## src/rtl/uart_word_tx.sv

```systemverilog
// uart_word_tx
//   Serializes one N_BITS sample onto a UART 8N1 line, most significant byte
//   first, each byte framed as start(0), 8 data bits LSB-first, stop(1).
//   An optional idle-high gap separates the bytes of one word. The word
//   in flight is never disturbed by a new start request.
// Ports
//   clk            system clock
//   rst            synchronous active-high reset
//   in_tx_start    request to send in_tx_data (taken only when idle)
//   in_tx_data     sample to send, captured in the accept cycle
//   out_tx_active  high while a word is on the line
//   out_tx_serial  UART line, idle high
//   out_tx_done    one-cycle pulse after the last stop bit of the word
module uart_word_tx #(
  parameter int CLKS_PER_BIT = 434,
  parameter int N_BITS       = 32,
  parameter int GAP_CLKS     = 0
) (
  input  logic              clk,
  input  logic              rst,
  input  logic              in_tx_start,
  input  logic [N_BITS-1:0] in_tx_data,
  output logic              out_tx_active,
  output logic              out_tx_serial,
  output logic              out_tx_done
);

  localparam int NB = N_BITS / 8;
  localparam int CW = $clog2(CLKS_PER_BIT);
  localparam int BW = $clog2(NB) + 1;
  // The gap counter is separate from clk_cnt because GAP_CLKS may exceed a bit time.
  localparam int GW = (GAP_CLKS > 1) ? $clog2(GAP_CLKS) : 1;

  localparam logic [CW-1:0] CNT_LAST  = CW'(CLKS_PER_BIT - 1);
  localparam logic [BW-1:0] BYTE_LAST = BW'(NB - 1);
  localparam logic [GW-1:0] GAP_LAST  = GW'((GAP_CLKS > 0) ? GAP_CLKS - 1 : 0);

  typedef enum logic [2:0] {
    S_IDLE,
    S_START_BIT,
    S_DATA_BITS,
    S_STOP_BIT,
    S_GAP
  } state_t;

  state_t            r_state;
  logic [CW-1:0]     r_clk_cnt;
  logic [GW-1:0]     r_gap_cnt;
  logic [2:0]        r_bit_idx;
  logic [BW-1:0]     r_byte_idx;
  logic [N_BITS-1:0] r_shift;
  logic              r_serial;
  logic              r_active;
  logic              r_done;

  // The byte being sent always sits in the top 8 bits of the shift register.
  logic [7:0] w_cur_byte;
  logic [2:0] w_bit_next;

  assign w_cur_byte = r_shift[N_BITS-1 -: 8];
  assign w_bit_next = r_bit_idx + 3'd1;

  always_ff @(posedge clk) begin
    if (rst) begin
      r_state    <= S_IDLE;
      r_clk_cnt  <= '0;
      r_gap_cnt  <= '0;
      r_bit_idx  <= '0;
      r_byte_idx <= '0;
      r_shift    <= '0;
      r_serial   <= 1'b1;
      r_active   <= 1'b0;
      r_done     <= 1'b0;
    end else begin
      r_done <= 1'b0;
      case (r_state)
        S_IDLE: begin
          r_serial  <= 1'b1;
          r_active  <= 1'b0;
          r_clk_cnt <= '0;
          r_gap_cnt <= '0;
          if (in_tx_start) begin
            r_shift    <= in_tx_data;
            r_byte_idx <= '0;
            r_bit_idx  <= '0;
            r_state    <= S_START_BIT;
            r_serial   <= 1'b0;
            r_active   <= 1'b1;
          end
        end

        S_START_BIT: begin
          if (r_clk_cnt == CNT_LAST) begin
            // Output is registered, so the first data bit is loaded one
            // cycle before its bit period begins.
            r_clk_cnt <= '0;
            r_bit_idx <= '0;
            r_state   <= S_DATA_BITS;
            r_serial  <= w_cur_byte[0];
          end else begin
            r_clk_cnt <= r_clk_cnt + 1'b1;
          end
        end

        S_DATA_BITS: begin
          if (r_clk_cnt == CNT_LAST) begin
            r_clk_cnt <= '0;
            if (r_bit_idx == 3'd7) begin
              r_state  <= S_STOP_BIT;
              r_serial <= 1'b1;
            end else begin
              r_bit_idx <= w_bit_next;
              r_serial  <= w_cur_byte[w_bit_next];
            end
          end else begin
            r_clk_cnt <= r_clk_cnt + 1'b1;
          end
        end

        S_STOP_BIT: begin
          if (r_clk_cnt == CNT_LAST) begin
            r_clk_cnt <= '0;
            if (r_byte_idx < BYTE_LAST) begin
              r_byte_idx <= r_byte_idx + 1'b1;
              r_shift    <= r_shift << 8;
              if (GAP_CLKS > 0) begin
                r_gap_cnt <= '0;
                r_state   <= S_GAP;
                r_serial  <= 1'b1;
              end else begin
                r_state  <= S_START_BIT;
                r_serial <= 1'b0;
              end
            end else begin
              r_state  <= S_IDLE;
              r_serial <= 1'b1;
              r_active <= 1'b0;
              r_done   <= 1'b1;
            end
          end else begin
            r_clk_cnt <= r_clk_cnt + 1'b1;
          end
        end

        S_GAP: begin
          if (r_gap_cnt == GAP_LAST) begin
            r_gap_cnt <= '0;
            r_state   <= S_START_BIT;
            r_serial  <= 1'b0;
          end else begin
            r_gap_cnt <= r_gap_cnt + 1'b1;
          end
        end

        default: begin
          r_state  <= S_IDLE;
          r_serial <= 1'b1;
          r_active <= 1'b0;
        end
      endcase
    end
  end

  assign out_tx_active = r_active;
  assign out_tx_serial = r_serial;
  assign out_tx_done   = r_done;

endmodule

```

## config.mk

```make
export PLATFORM = sky130hd
export DESIGN_NAME = uart_word_tx
export DESIGN_NICKNAME = d
export VERILOG_FILES = /design/src/rtl/uart_word_tx.sv
export SDC_FILE = /design/constraint.sdc
export NUM_CORES = 1
export LEC_CHECK = 0
export ABC_CLOCK_PERIOD_IN_PS = 2800
export CAP_MARGIN = 40
export CORE_MARGIN = 5
export CORE_UTILIZATION = 54
export DETAILED_ROUTE_END_ITERATION = 10
export GPL_TIMING_DRIVEN = 0
export HOLD_SLACK_MARGIN = 0.06
export PLACE_DENSITY = 0.77
export SYNTH_ARGS = -nofsm -noshare
export SYNTH_HDL_FRONTEND = slang
export SYNTH_SLANG_ARGS = --single-unit
```

## constraint.sdc

```tcl
create_clock -name clk -period 2.8 [get_ports clk]
set_clock_uncertainty 0.05 [all_clocks]
set_input_delay 0.42 -clock clk [delete_from_list [all_inputs] [get_ports clk]]
set_output_delay 0.42 -clock clk [all_outputs]
set_load 0.05 [all_outputs]
```

Yosys cells after proc, flatten, opt, wreduce, memory -nomap -nowiden. Cells that the tools add are included.

Register bits after elaboration: 54. Input port bits: 35. Output and inout bits: 3. Word-level logic and storage cells: 84.

$add $sub $neg: 4. $lt $le $gt $ge: 2. Equality and inequality tests: 15. Muxes and demuxes: 38. Bitwise operators: 3. Reduce and logical (&&, ||, !) cells: 13.

Operators by type and width (number): $mux 32 (3); $pmux 32 s2 (1); $mux 3 (12); $ne 2x2->1 const B (9); $pmux 9 s2 (1); $pmux 3 s5 (1); $mux 1 (13); $add 9x1->9 const B (1); $eq 9x9->1 const B (1); $mux 9 (1); $pmux 3 s3 (1); $reduce_or 3->1 (3); $reduce_and 4->1 (2); $add 3x1->3 const B (2); $eq 3x2->1 const B (2); $eq 3x3->1 const B (2); $pmux 3 s2 (1); $reduce_and 6->1 (1); $reduce_bool 2->1 (3); $pmux 1 s5 (1); $reduce_and 5->1 (1); $lt 3x4->1 const B (1); $bmux 1 s3 (1); $eq 3x1->1 const B (1); 8 further kinds (10).

Longest topological paths before layout.
Depth after elaboration: 6. Mapped depth: 8. Depth with buffers taken out: 6.

Least setup slack after synthesis. No wires, ideal clock.

Path kind: reg-to-reg. Start: register r_bit_idx[0]. End: register r_serial (netlist: out_tx_serial). Library setup time: 0.137 ns. Arrival time: 1.900 ns. Required time: 2.613 ns. Slack: 0.713 ns. Stages on the path, launching flop included: 7. Buffers on the path: 0. Period minus slack after synthesis: 2.087 ns. Cells stage by stage: dfxtp_1 > ha_1 > ha_1 > mux2_2 > mux4_2 > o221ai_1 > nand3_1.

Word-level cells in the longest chain between the ends: 6. Elaborated cells between the ends (all ways): 7. Classes of those cells: add/sub (1); eq/ne (1); mux (5).

RTL lines: from (decl) (line 49) `logic [2:0] r_bit_idx;`; from (signal assigned) (line 112) `r_bit_idx <= w_bit_next;`; $add 3x1->3 (line 61) `assign w_bit_next = r_bit_idx + 3'd1;`; $bmux 1 s3 (line 113) `r_serial <= w_cur_byte[w_bit_next];`; $mux 1 (not written as such) (line 113); $mux 1 * (line 108) `if (r_bit_idx == 3'd7) begin`; $mux 1 * (line 106) `if (r_clk_cnt == CNT_LAST) begin`; $pmux 1 s5 * (line 76) `case (r_state)`; to (signal assigned) (line 99) `r_serial <= w_cur_byte[0];`; to (signal assigned) (line 113); to (decl) (line 52) `logic r_serial;`.

Every way passes the cells marked *; elsewhere a longest branch is shown, timed or not. The select of a mux whose other input is x is not followed. A chain may end at the register's enable or synchronous reset.

Final worst setup path. Same ends and word-level chain as after synthesis.

==> run_results.csv <==
group,metric,value,unit
setup_path,critical_path.endpoint_type,"flop",
place,pre_cts_slack,0.477,ns
timing,worstMarginPinSlew,0.638,ns
timing,relSlewSlack,56.8,%
outcome,outcome,"completed",
timing,grt_setup_unrepaired,"false",
global_route,vias_in_the_first_global_route,2214,
place,post_dp_cell_area,3140,sq um
final_layout,post_route_cells_drive_above_1_share,16.1,%
synth,yosys_warnings,0,
global_route,pin_count_of_the_biggest_net_entering_global_routing,17,
synth,syn_area_per_cell,9.73,sq um
synth,synth_area,2690,sq um
clock_tree,cts_post_setup_buffers_inserted,0,
timing,hold_violations,0,
timing,fmax,443,MHz
clock_tree,cts_repair_resize_count,0,
place,dpl.cell_count,381,
synth,synth_nets,322,
timing,finalWorstPathRequiredPeriod,2.26,ns
synth,share_of_yosys_cell_area_claimed_by_the_top_area_cell_type,38.6,%
synth,post_synth_num_cell_types,49,
power,vdd_ir_max,0.000441,V
final_layout,design.final.nets,366,
synth,yosys.area.top_type,"sky130_fd_sc_hd__dfxtp_1",
power,power_density,748,nW/um^2
global_route,global_route.overflow_total,0,
synth,sequential_fraction_of_the_synthesis_area,38.6,%
synth,synth_top_cells_by_area,"sky130_fd_sc_hd__dfxtp_1 (39%), sky130_fd_sc_hd__mux2_2 (12%), sky130_fd_sc_hd__mux2i_1 (10%), sky130_fd_sc_hd__nand2_1 (7.9%), sky130_fd_sc_hd__ha_1 (4.6%)",
job,cap_viol_max_count,0,
floorplan,fp.coreArea,4790,sq um
place,placed_wire_length_estimate,4310,um
clock_tree,numCtsBuffers,5,
clock_tree,postCtsHoldBufs,0,
clock_tree,clockBufferDepth,2,
routing,drt_wl_total,5740,um
final_layout,regArea,1040,sq um
routing,vias,2192,
final_layout,finalNonFillerCells,389,
final_layout,multi_input_area,1560,sq um
setup_path,worst_r2r_startpoint,"r_bit_idx[0]",
place,globalplace.congestion,0.876,
final_layout,stdcell_area,3250,sq um
routing,drtIter0Drc,134,
floorplan,initial_core_util,56.3,%
timing,final_min_period_over_clock_period,80.5,%
timing,final.setup.worst_slack,0.545,ns
setup_path,sort_of_element_at_the_start_of_the_critical_path,"flop",
setup_path,path_class,"reg -> reg",
final_layout,area_delta_synth_final,20.8,%
timing,finalSetupViolCount,0,
clock_tree,cts.root.buffer_cell,"sky130_fd_sc_hd__clkbuf_8",
setup_path,path_max_fanout,5,
clock_tree,worstSkewPairLatency,0.30,ns
setup_path,critPathArrivalTime,2.36,ns
timing,final.setup.tns,0,ns
final_layout,layout.cells.most_common_list,"sky130_fd_sc_hd__nand2_1 (57), sky130_fd_sc_hd__dfxtp_1 (52), sky130_fd_sc_hd__clkdlybuf4s50_1 (36), sky130_fd_sc_hd__mux2_2 (28), sky130_fd_sc_hd__mux2i_1 (27)",
setup_path,startpoint,"r_bit_idx[0]",
setup_path,reg2reg_setup_slack,0.54,ns
floorplan,design.die.area,6500,sq um
clock_tree,cts_tree,"done",
timing,final-max-slew-violation-count,0,
worst_hold_path,hp-start,"r_shift[28]",
final_layout,filler_cell_count,400,
routing,drt_drc_violations_left,0,
floorplan,die_w,80.6,um
floorplan,floorplan.rows,25,
floorplan,top_level_ports,38,
final_layout,layout_commonest_cell,"sky130_fd_sc_hd__nand2_1",
place,port_buffers,36,
global_route,grt_pass1_wl,9940,um
final_layout,core_utilization_of_the_finished_layout,68.0,%
final_layout,number_of_diodes,0,
worst_hold_path,min_path_type,"reg -> reg",
synth,synth.ff_latch_count,52,
synth,netlist_instances,277,
power,p_leak,1.33,nW
timing,fin_hold_ws,0.412,ns
power,fin_total_pwr,2.44,mW
clock_tree,h-tree-depth,2,
routing,viasPerCell,5.63,
clock_tree,cts.reportedPaths.clkPinSlew,0.09,ns
clock_tree,clkSinkCount,52,
routing,wire_per_inst,14.8,um
routing,route.antenna.remaining_nets,0,
floorplan,die_y,80.6,um
setup_path,cp_data_required_time,2.91,ns
global_route,gr-usage-all-layers,19.4,%
routing,tritonroute_pass_1_iters,4,
global_route,antenna_found_initial,0,
==> path summary, 6_finish.rpt <==
path                                 endpoint  depth (start not counted)
worst max-delay path            out_tx_serial                          6
worst min-delay path              r_shift[28]                          2
worst max register to register  out_tx_serial                          6
worst min register to register    r_shift[28]                          2
==> power by group <==
part / switching, mW / internal [mW]
combinational: 0.514 / 0.433
clock: 0.252 / 0.271
sequential: 0.0845 / 0.881
total: 0.851 / 1.58
==> worst max-delay path, stage by stage (launching register included) <==
cell and delay, ns:
sky130_fd_sc_hd__dfxtp_1 0.36, sky130_fd_sc_hd__ha_1 0.21, sky130_fd_sc_hd__ha_1 0.38, sky130_fd_sc_hd__mux2_2 0.35
sky130_fd_sc_hd__mux4_2 0.48, sky130_fd_sc_hd__o221ai_1 0.19, sky130_fd_sc_hd__nand3_1 0.10
==> layout make-up <==
class	count	area share, %
clock inverters	2	1.19
plain buffers	14	2.38
inverters	5	0.577
repair buffers	37	11.2
flip-flops and latches	52	32.0
multi-input cells	206	47.8
clock buffers	6	2.23
well taps	67	2.58
==> per-layer routing <==
metal	GRT usage [%]	vias to the layer above	routed length (um)
met2	30.9	57	2570
met3	3.59	12	246
met5	0	-	0
li1	-	1091	-
met1	26.0	1032	2820
met4	6.93	0	103
==> cells by family after synthesis <==
logic type | after synthesis | synth area share, %
compound gates | 41 | 12.4
mux | 57 | 23.1
fa+ha+maj | 10 | 4.64
simple gates | 96 | 17.0
flops | 52 | 38.6
buf+inv | 19 | 3.58
xor+xnor | 2 | 0.650
==> Yosys cell counts (all sizes together) <==
cell	count
a22o	11
o21ai	2
a31oi	1
nand4	2
clkinv	1
and3	3
nor2b	1
a21o	1
o221ai	1
o311a	2
clkbuf	8
nor2	7
and4	2
a41oi	2
or4b	1
or3b	1
o32a	1
o31ai	2
o2111ai	1
nand2b	3
nand2	57
a21boi	1
and2	2
xnor2	2
dfxtp	52
inv	4
nand3	4
nor4	1
mux2i	27
mux2	29
ha	10
a211oi	1
a21oi	10
mux4	1
o221a	1
or4	2
nor3	8
a311oi	3
a221oi	1
buf	6
nor4b	2
==> state kept, by name (all words and copies together) (netlist names) <==
register	flops
out_tx_active	1
r_state	2
out_tx_serial	1
r_bit_idx	3
out_tx_done	1
r_clk_cnt	9
r_shift	32
r_byte_idx	3
(Power assumes the default switching activity.)
